==> config.mk <==
export PLATFORM = sky130hd
export DESIGN_NAME = imm_extend_ctrl
export DESIGN_NICKNAME = d
export VERILOG_FILES = /design/src/rtl/imm_pkg.sv /design/src/rtl/imm_ext_unit.sv /design/src/rtl/imm_extend_ctrl.sv
export SDC_FILE = /design/constraint.sdc
export NUM_CORES = 1
export LEC_CHECK = 0
export CAP_MARGIN = 20
export CORE_MARGIN = 2
export CORE_UTILIZATION = 43
export DETAILED_ROUTE_END_ITERATION = 10
export PLACE_DENSITY = 0.69
export SYNTH_ARGS = -nofsm -noshare
export SYNTH_HDL_FRONTEND = slang
export SYNTH_SLANG_ARGS = --single-unit
==> constraint.sdc <==
create_clock -name clk_i -period 2.9 [get_ports clk_i]
set_input_delay 0.58 -clock clk_i [delete_from_list [all_inputs] [get_ports clk_i]]
set_output_delay 0.58 -clock clk_i [all_outputs]
set_load 0.1 [all_outputs]
==> src/rtl/imm_pkg.sv <==
// imm_pkg: shared mode codes and state encoding for the immediate extension controller
package imm_pkg;
  localparam logic [1:0] MODE_ZEXT = 2'b00;
  localparam logic [1:0] MODE_SEXT = 2'b01;
  localparam logic [1:0] MODE_PAIR = 2'b10;
  localparam logic [1:0] MODE_RSVD = 2'b11;
  typedef enum logic [1:0] {
    IDLE    = 2'd0,
    WAIT_HI = 2'd1,
    FULL    = 2'd2
  } state_e;
endpackage

==> src/rtl/imm_ext_unit.sv <==
// imm_ext_unit: combinational 8-to-16 zero/sign extender
module imm_ext_unit (
  input  logic [7:0]  in,
  input  logic        sext,
  output logic [15:0] out
);
  assign out = {{8{sext & in[7]}}, in};
endmodule

==> src/rtl/imm_extend_ctrl.sv <==
// imm_extend_ctrl: byte-stream sequencer producing zero/sign-extended or paired 16-bit immediates.
// Optional IMM_ERR_EN adds err_o and drops reserved-mode bytes instead of zero-extending them.
module imm_extend_ctrl
  import imm_pkg::*;
#(
  parameter int HI_TIMEOUT = 15
) (
  input  logic        clk_i,
  input  logic        reset_i,
  input  logic        in_valid_i,
  output logic        in_ready_o,
  input  logic [7:0]  in_data_i,
  input  logic [1:0]  in_mode_i,
  output logic        out_valid_o,
  input  logic        out_ready_i,
  output logic [15:0] out_data_o,
  output logic        timeout_o,
`ifdef IMM_ERR_EN
  output logic        err_o,
`endif
  output logic        busy_o
);
  localparam int CW = (HI_TIMEOUT < 1) ? 1 : $clog2(HI_TIMEOUT + 1);
  state_e state_q, state_d;
  logic [7:0] lo_q, lo_d;
  logic [CW-1:0] cnt_q, cnt_d;
  logic [15:0] data_q, data_d, ext;
  logic to_q, to_d, acc;
`ifdef IMM_ERR_EN
  logic err_q, err_d;
  assign err_o = err_q;
`endif
  assign acc = in_valid_i && in_ready_o;
  assign in_ready_o = state_q != FULL;
  assign out_valid_o = state_q == FULL;
  assign busy_o = state_q != IDLE;
  assign out_data_o = data_q;
  assign timeout_o = to_q;
  imm_ext_unit u_ext (.in(in_data_i), .sext(in_mode_i == MODE_SEXT), .out(ext));
  always_comb begin
    state_d = state_q;
    lo_d = lo_q;
    cnt_d = cnt_q;
    data_d = data_q;
    to_d = 1'b0;
`ifdef IMM_ERR_EN
    err_d = 1'b0;
`endif
    unique case (state_q)
      IDLE: if (acc) begin
        if (in_mode_i == MODE_PAIR) begin
          lo_d = in_data_i;
          cnt_d = '0;
          state_d = WAIT_HI;
        end
`ifdef IMM_ERR_EN
        else if (in_mode_i == MODE_RSVD) err_d = 1'b1;
`endif
        else begin
          data_d = ext;
          state_d = FULL;
        end
      end
      WAIT_HI: if (acc) begin
        data_d = {in_data_i, lo_q};
        state_d = FULL;
      end else if (HI_TIMEOUT != 0 && cnt_q == CW'(HI_TIMEOUT)) begin
        to_d = 1'b1;
        lo_d = '0;
        state_d = IDLE;
      end else if (cnt_q != '1) cnt_d = cnt_q + 1'b1;
      FULL: if (out_ready_i) state_d = IDLE;
      default: state_d = IDLE;
    endcase
  end
  always_ff @(posedge clk_i or posedge reset_i) begin
    if (reset_i) begin
      state_q <= IDLE;
      lo_q <= '0;
      cnt_q <= '0;
      data_q <= '0;
      to_q <= 1'b0;
`ifdef IMM_ERR_EN
      err_q <= 1'b0;
`endif
    end else begin
      state_q <= state_d;
      lo_q <= lo_d;
      cnt_q <= cnt_d;
      data_q <= data_d;
      to_q <= to_d;
`ifdef IMM_ERR_EN
      err_q <= err_d;
`endif
    end
  end
endmodule

# Word-level counts from Yosys, hierarchy flattened
# Cells that the tools add are included.
[classes] bitwise_logic=1 reduce_logical=8 eq_ne=17 n_addsub=1 mux=24
[ops] cell="$mux W16" count=3
[ops] cell="$mux W8" count=4
[ops] cell="$pmux W16 S2" count=1
[ops] cell="$mux W4" count=5
[ops] cell="$ne A2 B2 Y1 const B" count=9
[ops] cell="$pmux W8 S2" count=1
[ops] cell="$mux W2" count=5
[ops] cell="$pmux W4 S2" count=1
[ops] cell="$pmux W2 S3" count=1
[ops] cell="$reduce_and A6 Y1" count=1
[ops] cell="$reduce_and A5 Y1" count=1
[ops] cell="$add A4 B1 Y4 const B" count=1
[ops] cell="$eq A2 B1 Y1 const B" count=2
[ops] cell="$eq A2 B2 Y1 const B" count=2
[ops] cell="$eq A4 B4 Y1 const B" count=1
[ops] cell="$ne A4 B4 Y1 const B" count=1
[ops] cell="$reduce_and A4 Y1" count=1
[ops] cell="$reduce_bool A2 Y1" count=2
[ops] cell="$mux W1" count=3
[ops] cell="$ne A3 B3 Y1 const B" count=1
[ops] cell="$reduce_and A3 Y1" count=1
[ops] cell="$logic_not A2 Y1" count=1
[ops] cell="$ne A2 B1 Y1 const B" count=1
[ops] cell="$and A1 B1 Y1" count=1
[ops] cell="$logic_and A1 B1 Y1" count=1
[totals] input_bits=14 ff_bits=31 out_inout_bits=20 word_cells=56

# Longest topological paths before layout
# Gate-level depths: netlist (run 1).
[logic_depth] depth_word=5 depth_mapped=6

# Hierarchy
# From an unflattened synthesis (run 1), not the netlist that was laid out.
[unflattened] cells_unflattened=159 area_unflattened_um2=1791.7
[modules_own_cells] module="imm_extend_ctrl" area_each_um2=1672.9 instances=1 cells_each=143
[modules_own_cells] module="imm_ext_unit" area_each_um2=118.9 instances=1 cells_each=16

# Least setup slack after synthesis (run 1)
# No wires, ideal clock.
[synth_path] kind="reg2out" startpoint="register state_q[1]" endpoint="output port out_valid_o" setup_slack_ns=-0.062 n_path_buf=2 path_stages_with_launch=5 required_ns=2.320 arrival_time_ns=2.382 path_cell_list="dfrtp_1 > clkbuf_1 > clkbuf_1 > nand2b_1 > inv_1"
[synth_via] elab_chain_cells=1
[synth_rtl] item="start, declared" line="imm_extend_ctrl.sv:24" source="state_e state_q, state_d;"
[synth_rtl] item="start signal, assigned" line="imm_extend_ctrl.sv:87" source="state_q <= state_d;"
[synth_rtl] item="$eq A2 B2 Y1" line="imm_extend_ctrl.sv:35" source="assign out_valid_o = state_q == FULL;"
[synth_rtl] item="end, declared" line="imm_extend_ctrl.sv:14" source="output logic out_valid_o,"
# No other way between the ends.

# Worst setup path in the final report (run 1)
# Ends and elaborated chain as after synthesis.

==> flow_summary_export.csv, run 1 <==
group,metric,value,unit
detailed_routing,wire_per_inst,15.5,µm
hold_path,hold_depth,1,
synth,netlist_instances,148,
timing,skew,0.00740,ns
timing,finalWorstSetupSlack,0.701,ns
hold_path,worstHoldStart,"out_data_o[2]$_DFFE_PP0P_",
detailed_routing,top_layer,"met4",
floorplan,core,3630,µm²
cts,cts.sinks,31,
setup_path,path_max_fanout,24,
detailed_routing,wl_met1,1570,µm
synth,synth-seq-cells,31,
placement,finalWeightedCongestion,0.798,
setup_path,crit_chain,"nand2b_2, clkinvlp_4, buf_4",
detailed_routing,wl_met3,156,µm
cts,holdBufCountCts,0,
setup_path,r2r_slack,0.80,ns
setup_path,reg2reg_from,"state_q[1]$_DFFE_PP0P_",
setup_path,r2r-end,"out_data_o[5]$_DFFE_PP0P_",
setup_path,cp.arrival,1.62,ns
hold_path,hp-class,"register to register",
cts,cts-buffers-inserted,5,
detailed_routing,drt_wl_total,3560,µm
detailed_routing,route.antenna.remaining_nets,0,
placement,io_buffers,33,
grt,grt_overflow,0,
floorplan,num_rows,22,
placement,hpwl,2470,µm
floorplan,ios,34,
setup_path,crit_type,"register to output pin",
floorplan,initial_utilization,44.4,%
detailed_routing,first_pass_iters,4,
synth,synthArstFlopShare,100,%
synth,seq_area_frac_synth,48.1,%
detailed_routing,drtIter0Drc,84,
synth,synth_nets,163,
timing,slew_viol_final,0,
timing,fmax,0.455,GHz
timing,rsz0062_at_grt,"no",
cts,root_buffer,"clkbuf_8",
cts,cts_buffer_depth,2,
job,maxCapViolCount,0,
placement,detailedPlace.worstSlack,0.464,ns
setup_path,slowest_delay,0.79,ns
setup_path,critPathLaunchType,"register",
synth,yosysUniqueCellTypes,35,
timing,slew_headroom,53.7,%
synth,synth_ff_type,"dfrtp_1",
setup_path,rr_worst_depth,3,
grt,grt_max_degree,32,
synth,synth_enable_flop_cells,0,
floorplan,die_x,65.2,µm
detailed_routing,drc,0,
timing,setup_viol,0,
finish,final.fill_count,333,
finish,drive_gt1_share,32.6,%
cts,cts_tree,"done",
cts,h-tree-depth,2,
cts,post_cts_resized,0,
synth,ys_warn_count,0,
setup_path,crit_required,2.32,ns
floorplan,die_area,4260,µm²
finish,n_antenna_cell,0,
synth,synth_area_per_cell,10.9,µm²
cts,clk_pin_slew_worst_paths,0.07,ns
cts,post-cts-setup-buffers,0,
finish,areaGrowthSynthToFinish,24.1,%
grt,track_usage,18.1,%
synth,synth_area,1610,µm²
setup_path,end_kind,"output pin",
grt,grt_pass1_vias,1283,
detailed_routing,vias,1284,
status,status,"finished clean",
timing,hold_viol,0,
timing,worstMarginPinSlew,0.694,ns
setup_path,slowest_stage,"dfrtp_1",
timing,fin_crit_sh,75.8,%
detailed_routing,viasPerCell,5.61,
floorplan,die_h,65.2,µm
timing,holdWs,0.515,ns
timing,layout_min_cycle_time,2.20,ns
detailed_routing,met2_length,1720,µm
cts,clock_latency,0.28,ns
finish,final_nets,196,
grt,antenna_found_initial,0,
hold_path,hold_path_end,"out_data_o[2]$_DFFE_PP0P_",
grt,grt_pass1_wl,5890,µm
timing,finalSetupTns,0,ns
[placed cells by master (no fill, tap or decap), drive strengths merged]
cell | Yosys | final
dfrtp | 31 | 31
a21o | 1 | 1
clkbuf | 4 | 6
a31oi | 2 | 2
mux2i | 2 | 2
or3b | 1 | 1
or4b | 1 | 1
or2 | 1 | 1
o21ai | 10 | 10
clkinvlp | 0 | 1
clkdlybuf4s50 | 0 | 13
nand2b | 12 | 12
a21oi | 7 | 7
o21ba | 1 | 1
and2 | 1 | 1
nand4 | 2 | 2
nor2b | 2 | 2
o211ai | 3 | 3
a222oi | 1 | 1
xnor2 | 1 | 1
a2bb2oi | 7 | 7
nor3 | 1 | 1
mux2 | 16 | 16
nand3 | 7 | 7
o21bai | 1 | 1
xor2 | 1 | 1
nand3b | 1 | 1
buf | 5 | 22
a31o | 8 | 8
clkinv | 0 | 1
inv | 6 | 5
ha | 1 | 1
and3 | 1 | 1
nand2 | 9 | 9
nand4bb | 1 | 1
[synthesized netlist by cell type, drive strengths merged, types with 3 or more instances]
| cell type | count | area, µm² |
|---|---|---|
| buf | 5 | 43.8 |
| nand3 | 7 | 35.0 |
| a21oi | 7 | 35.0 |
| dfrtp | 31 | 776 |
| o211ai | 3 | 22.5 |
| nand2b | 12 | 75.1 |
| mux2 | 16 | 184 |
| nand2 | 9 | 33.8 |
| clkbuf | 4 | 16.3 |
| o21ai | 10 | 50.1 |
| a2bb2oi | 7 | 61.3 |
| inv | 6 | 22.5 |
| a31o | 8 | 70.1 |
[layout make-up]
type,instances,area [µm²],area share [%]
flip-flops and latches,31,776,38.8
multi-input cells,102,757,37.8
repair buffers,35,295,14.7
clock buffers,6,82.6,4.13
well taps,48,60.1,3.00
inverters,6,26.3,1.31
clock inverters,1,5.00,0.250
[critical path: cells and delay by family, from the launching register on]
| kind | cells | cell delay [ns] |
|---|---|---|
| DFF | 1 | 0.79 |
| buffers and inverters | 2 | 0.37 |
| and+or+nand+nor | 1 | 0.18 |
[registers in the layout, indices dropped and copies added, names as in the netlist]
name,count
out_data_o,16
lo_q,8
cnt_q,4
state_q,2
timeout_o,1
[cell families (layout without fill, tap and decap cells)]
| family | Yosys count | after routing | synth area share [%] |
|---|---|---|---|
| xor gates and xnor gates | 2 | 2 | 1.09 |
| AOI/OAI and AO/OA | 41 | 41 | 17.8 |
| adders and majority gates | 1 | 1 | 0.776 |
| and+or+nand+nor | 40 | 40 | 14.5 |
| buffers and inverters | 15 | 48 | 5.12 |
| muxes | 18 | 18 | 12.6 |
| DFF | 31 | 31 | 48.1 |
[how the worst max path moves through the flow]
| stage | cells after the start | end | slack (ns) | startpoint |
|---|---|---|---|---|
| 4_1_cts | 3 | out_valid_o | 0.71 | state_q[1]$_DFFE_PP0P_ |
| 5_1_grt | 3 | out_valid_o | 0.60 | state_q[1]$_DFFE_PP0P_ |
| 3_3_place_gp | 4 | out_data_o[5]$_DFFE_PP0P_ | 0.50 | in_valid_i |
| 3_5_place_dp | 4 | out_data_o[5]$_DFFE_PP0P_ | 0.46 | in_valid_i |
| 2_1_floorplan | 4 | out_valid_o | 0.48 | state_q[1]$_DFFE_PP0P_ |
| 6_report | 3 | out_valid_o | 0.70 | state_q[1]$_DFFE_PP0P_ |
[layer usage]
| metal | GRT usage (%) | up-vias |
|---|---|---|
| met2 | 29.3 | 45 |
| li1 | - | 602 |
| met5 | 0 | - |
| met3 | 4.11 | 10 |
| met4 | 9.38 | 0 |
| met1 | 22.4 | 627 |
[metrics by stage]
step | area (µm²) | util [%] | std cells
finish | 2000 | 55.1 | 229
global route | 2000 | 55.1 | 229
CTS | 2000 | 55.1 | 229
detailed placement | 1910 | 52.7 | 222
global placement | 1910 | 52.7 | 222
floorplan | 1620 | - | 148
Power of run 1 is left out: the tool's default activity adds up to more than one toggle a clock period on the data nets, which glitch-free logic cannot reach.
==> inputs of run 2 (changes only) <==
Clock period 2.9 ns to 2.3 ns, I/O delays scaled along.
==> run 2 against run 1 <==
Count of clock-buffer cells in the layout is the same. Clock skew is 0.0021 ns lower. Final cell count is 2.2% higher. Flip-flop and latch count stayed put. Non-clock buffer count up 4. Utilization up 2.7 points. Worst hold slack hardly changed. First-iteration DRC count grew 9.5%. Register-to-register slack got worse by 0.21 ns. Highest routed layer unchanged.
==> flow_summary_export.csv, run 2 (same netlist as run 1, synthesis figures left out) <==
group,metric,value,unit
status,status,"finished clean",
timing,layout_min_cycle_time,1.87,ns
timing,finalSetupTns,0,ns
timing,worstMarginPinSlew,0.493,ns
timing,hold_viol,0,
timing,fmax,0.535,GHz
cts,cts.sinks,31,
finish,final_cells,234,
hold_path,hp-class,"register to register",
grt,grt_pass1_wl,6070,µm
cts,post_cts_resized,0,
detailed_routing,wire_per_inst,15.0,µm
timing,fin_crit_sh,81.3,%
finish,final_area,2100,µm²
finish,n_antenna_cell,0,
floorplan,die_h,65.2,µm
floorplan,ios,34,
cts,cts_tree,"done",
hold_path,hold_depth,1,
finish,mostFrequentLayoutCell,"dfrtp_1",
hold_path,worstHoldStart,"out_data_o[3]$_DFFE_PP0P_",
cts,cts_buffer_depth,2,
detailed_routing,vias,1288,
finish,final_nets,200,
grt,track_usage,18.9,%
setup_path,reg2reg_from,"state_q[0]$_DFFE_PP0P_",
floorplan,initial_utilization,44.4,%
timing,setup_viol,0,
detailed_routing,first_pass_iters,5,
cts,clock_latency,0.29,ns
grt,grt_overflow,0,
timing,slew_viol_final,0,
timing,rsz0062_at_grt,"no",
setup_path,slowest_stage,"dfrtp_1",
cts,clk_pin_slew_worst_paths,0.06,ns
placement,dpl.cell_count,226,
floorplan,core,3630,µm²
setup_path,crit_required,1.84,ns
setup_path,r2r-end,"out_data_o[1]$_DFFE_PP0P_",
detailed_routing,drtIter0Drc,92,
setup_path,crit_type,"register to output pin",
setup_path,end_kind,"output pin",
setup_path,crit_chain,"nand2b_2, clkinvlp_4, buf_12",
setup_path,r2r_slack,0.59,ns
grt,antenna_found_initial,0,
cts,h-tree-depth,2,
detailed_routing,drt_wl_total,3510,µm
timing,slew_headroom,67.1,%
timing,holdWs,0.515,ns
finish,largest_register_ffs,16,
finish,areaGrowthSynthToFinish,30.2,%
detailed_routing,drc,0,
cts,post-cts-setup-buffers,0,
setup_path,rr_worst_depth,3,
grt,grt_max_degree,32,
cts,root_buffer,"clkbuf_8",
setup_path,slowest_delay,0.56,ns
placement,place_area,1980,µm²
setup_path,cp.arrival,1.41,ns
grt,grt_pass1_vias,1339,
floorplan,die_x,65.2,µm
cts,cts-buffers-inserted,5,
hold_path,hold_path_end,"out_data_o[3]$_DFFE_PP0P_",
job,maxCapViolCount,0,
floorplan,die_area,4260,µm²
detailed_routing,viasPerCell,5.50,
setup_path,path_max_fanout,12,
floorplan,num_rows,22,
finish,final_cell_mix,"dfrtp_1 (31), buf_4 (23), mux2_2 (15)",
finish,drive_gt1_share,34.4,%
timing,skew,0.00529,ns
placement,finalWeightedCongestion,0.835,
detailed_routing,route.antenna.remaining_nets,0,
placement,hpwl,2530,µm
cts,holdBufCountCts,0,
finish,final.fill_count,327,
placement,io_buffers,33,
setup_path,critPathLaunchType,"register",
[run 2: cell types whose count changed in the layout (fill, tap and decap cells not counted), sizes merged]
cell and change:
buf +4, bufinv +1
[run 2: metrics by stage]
stage,worst slack [ns],utilization (%)
finish,0.430,57.8
global route,0.332,57.8
CTS,0.411,57.8
detailed placement,0.182,54.5
global placement,0.248,54.5
floorplan,0.00264,-
[run 2: area by class of cell]
type	count	area, µm²	share of cell area (%)
clock buffers	6	82.6	3.93
repair buffers	39	363	17.3
inverters	6	26.3	1.25
multi-input cells	102	757	36.1
flip-flops and latches	31	776	36.9
well taps	48	60.1	2.86
clock inverters	2	35.0	1.67
[run 2: worst max path at each step]
stage                           start                        end  slack [ns]  depth (start not counted)
3_5_place_dp               in_valid_i  out_data_o[1]$_DFFE_PP0P_        0.18                          4
6_report       state_q[0]$_DFFE_PP0P_                out_valid_o        0.43                          3
3_3_place_gp               in_valid_i  out_data_o[5]$_DFFE_PP0P_        0.25                          4
4_1_cts        state_q[0]$_DFFE_PP0P_                out_valid_o        0.41                          3
2_1_floorplan  state_q[1]$_DFFE_PP0P_                out_valid_o       0.003                          4
5_1_grt        state_q[1]$_DFFE_PP0P_                out_valid_o        0.33                          4
[run 2: layer usage]
layer  wire [µm]  track usage [%]  up-vias
li1            -                -      608
met1        1520             23.3      623
met3         201             5.82       10
met2        1680             29.0       47
met5           0                0        -
met4          99             11.5        0
[run 2: critical path, delay by kind of cell (launching register included)]
kind	cells	cell delay (ns)
flip-flops	1	0.56
buffers and inverters	2	0.29
AND/OR/NAND/NOR	1	0.27
Power of run 2 is left out for the same reason.
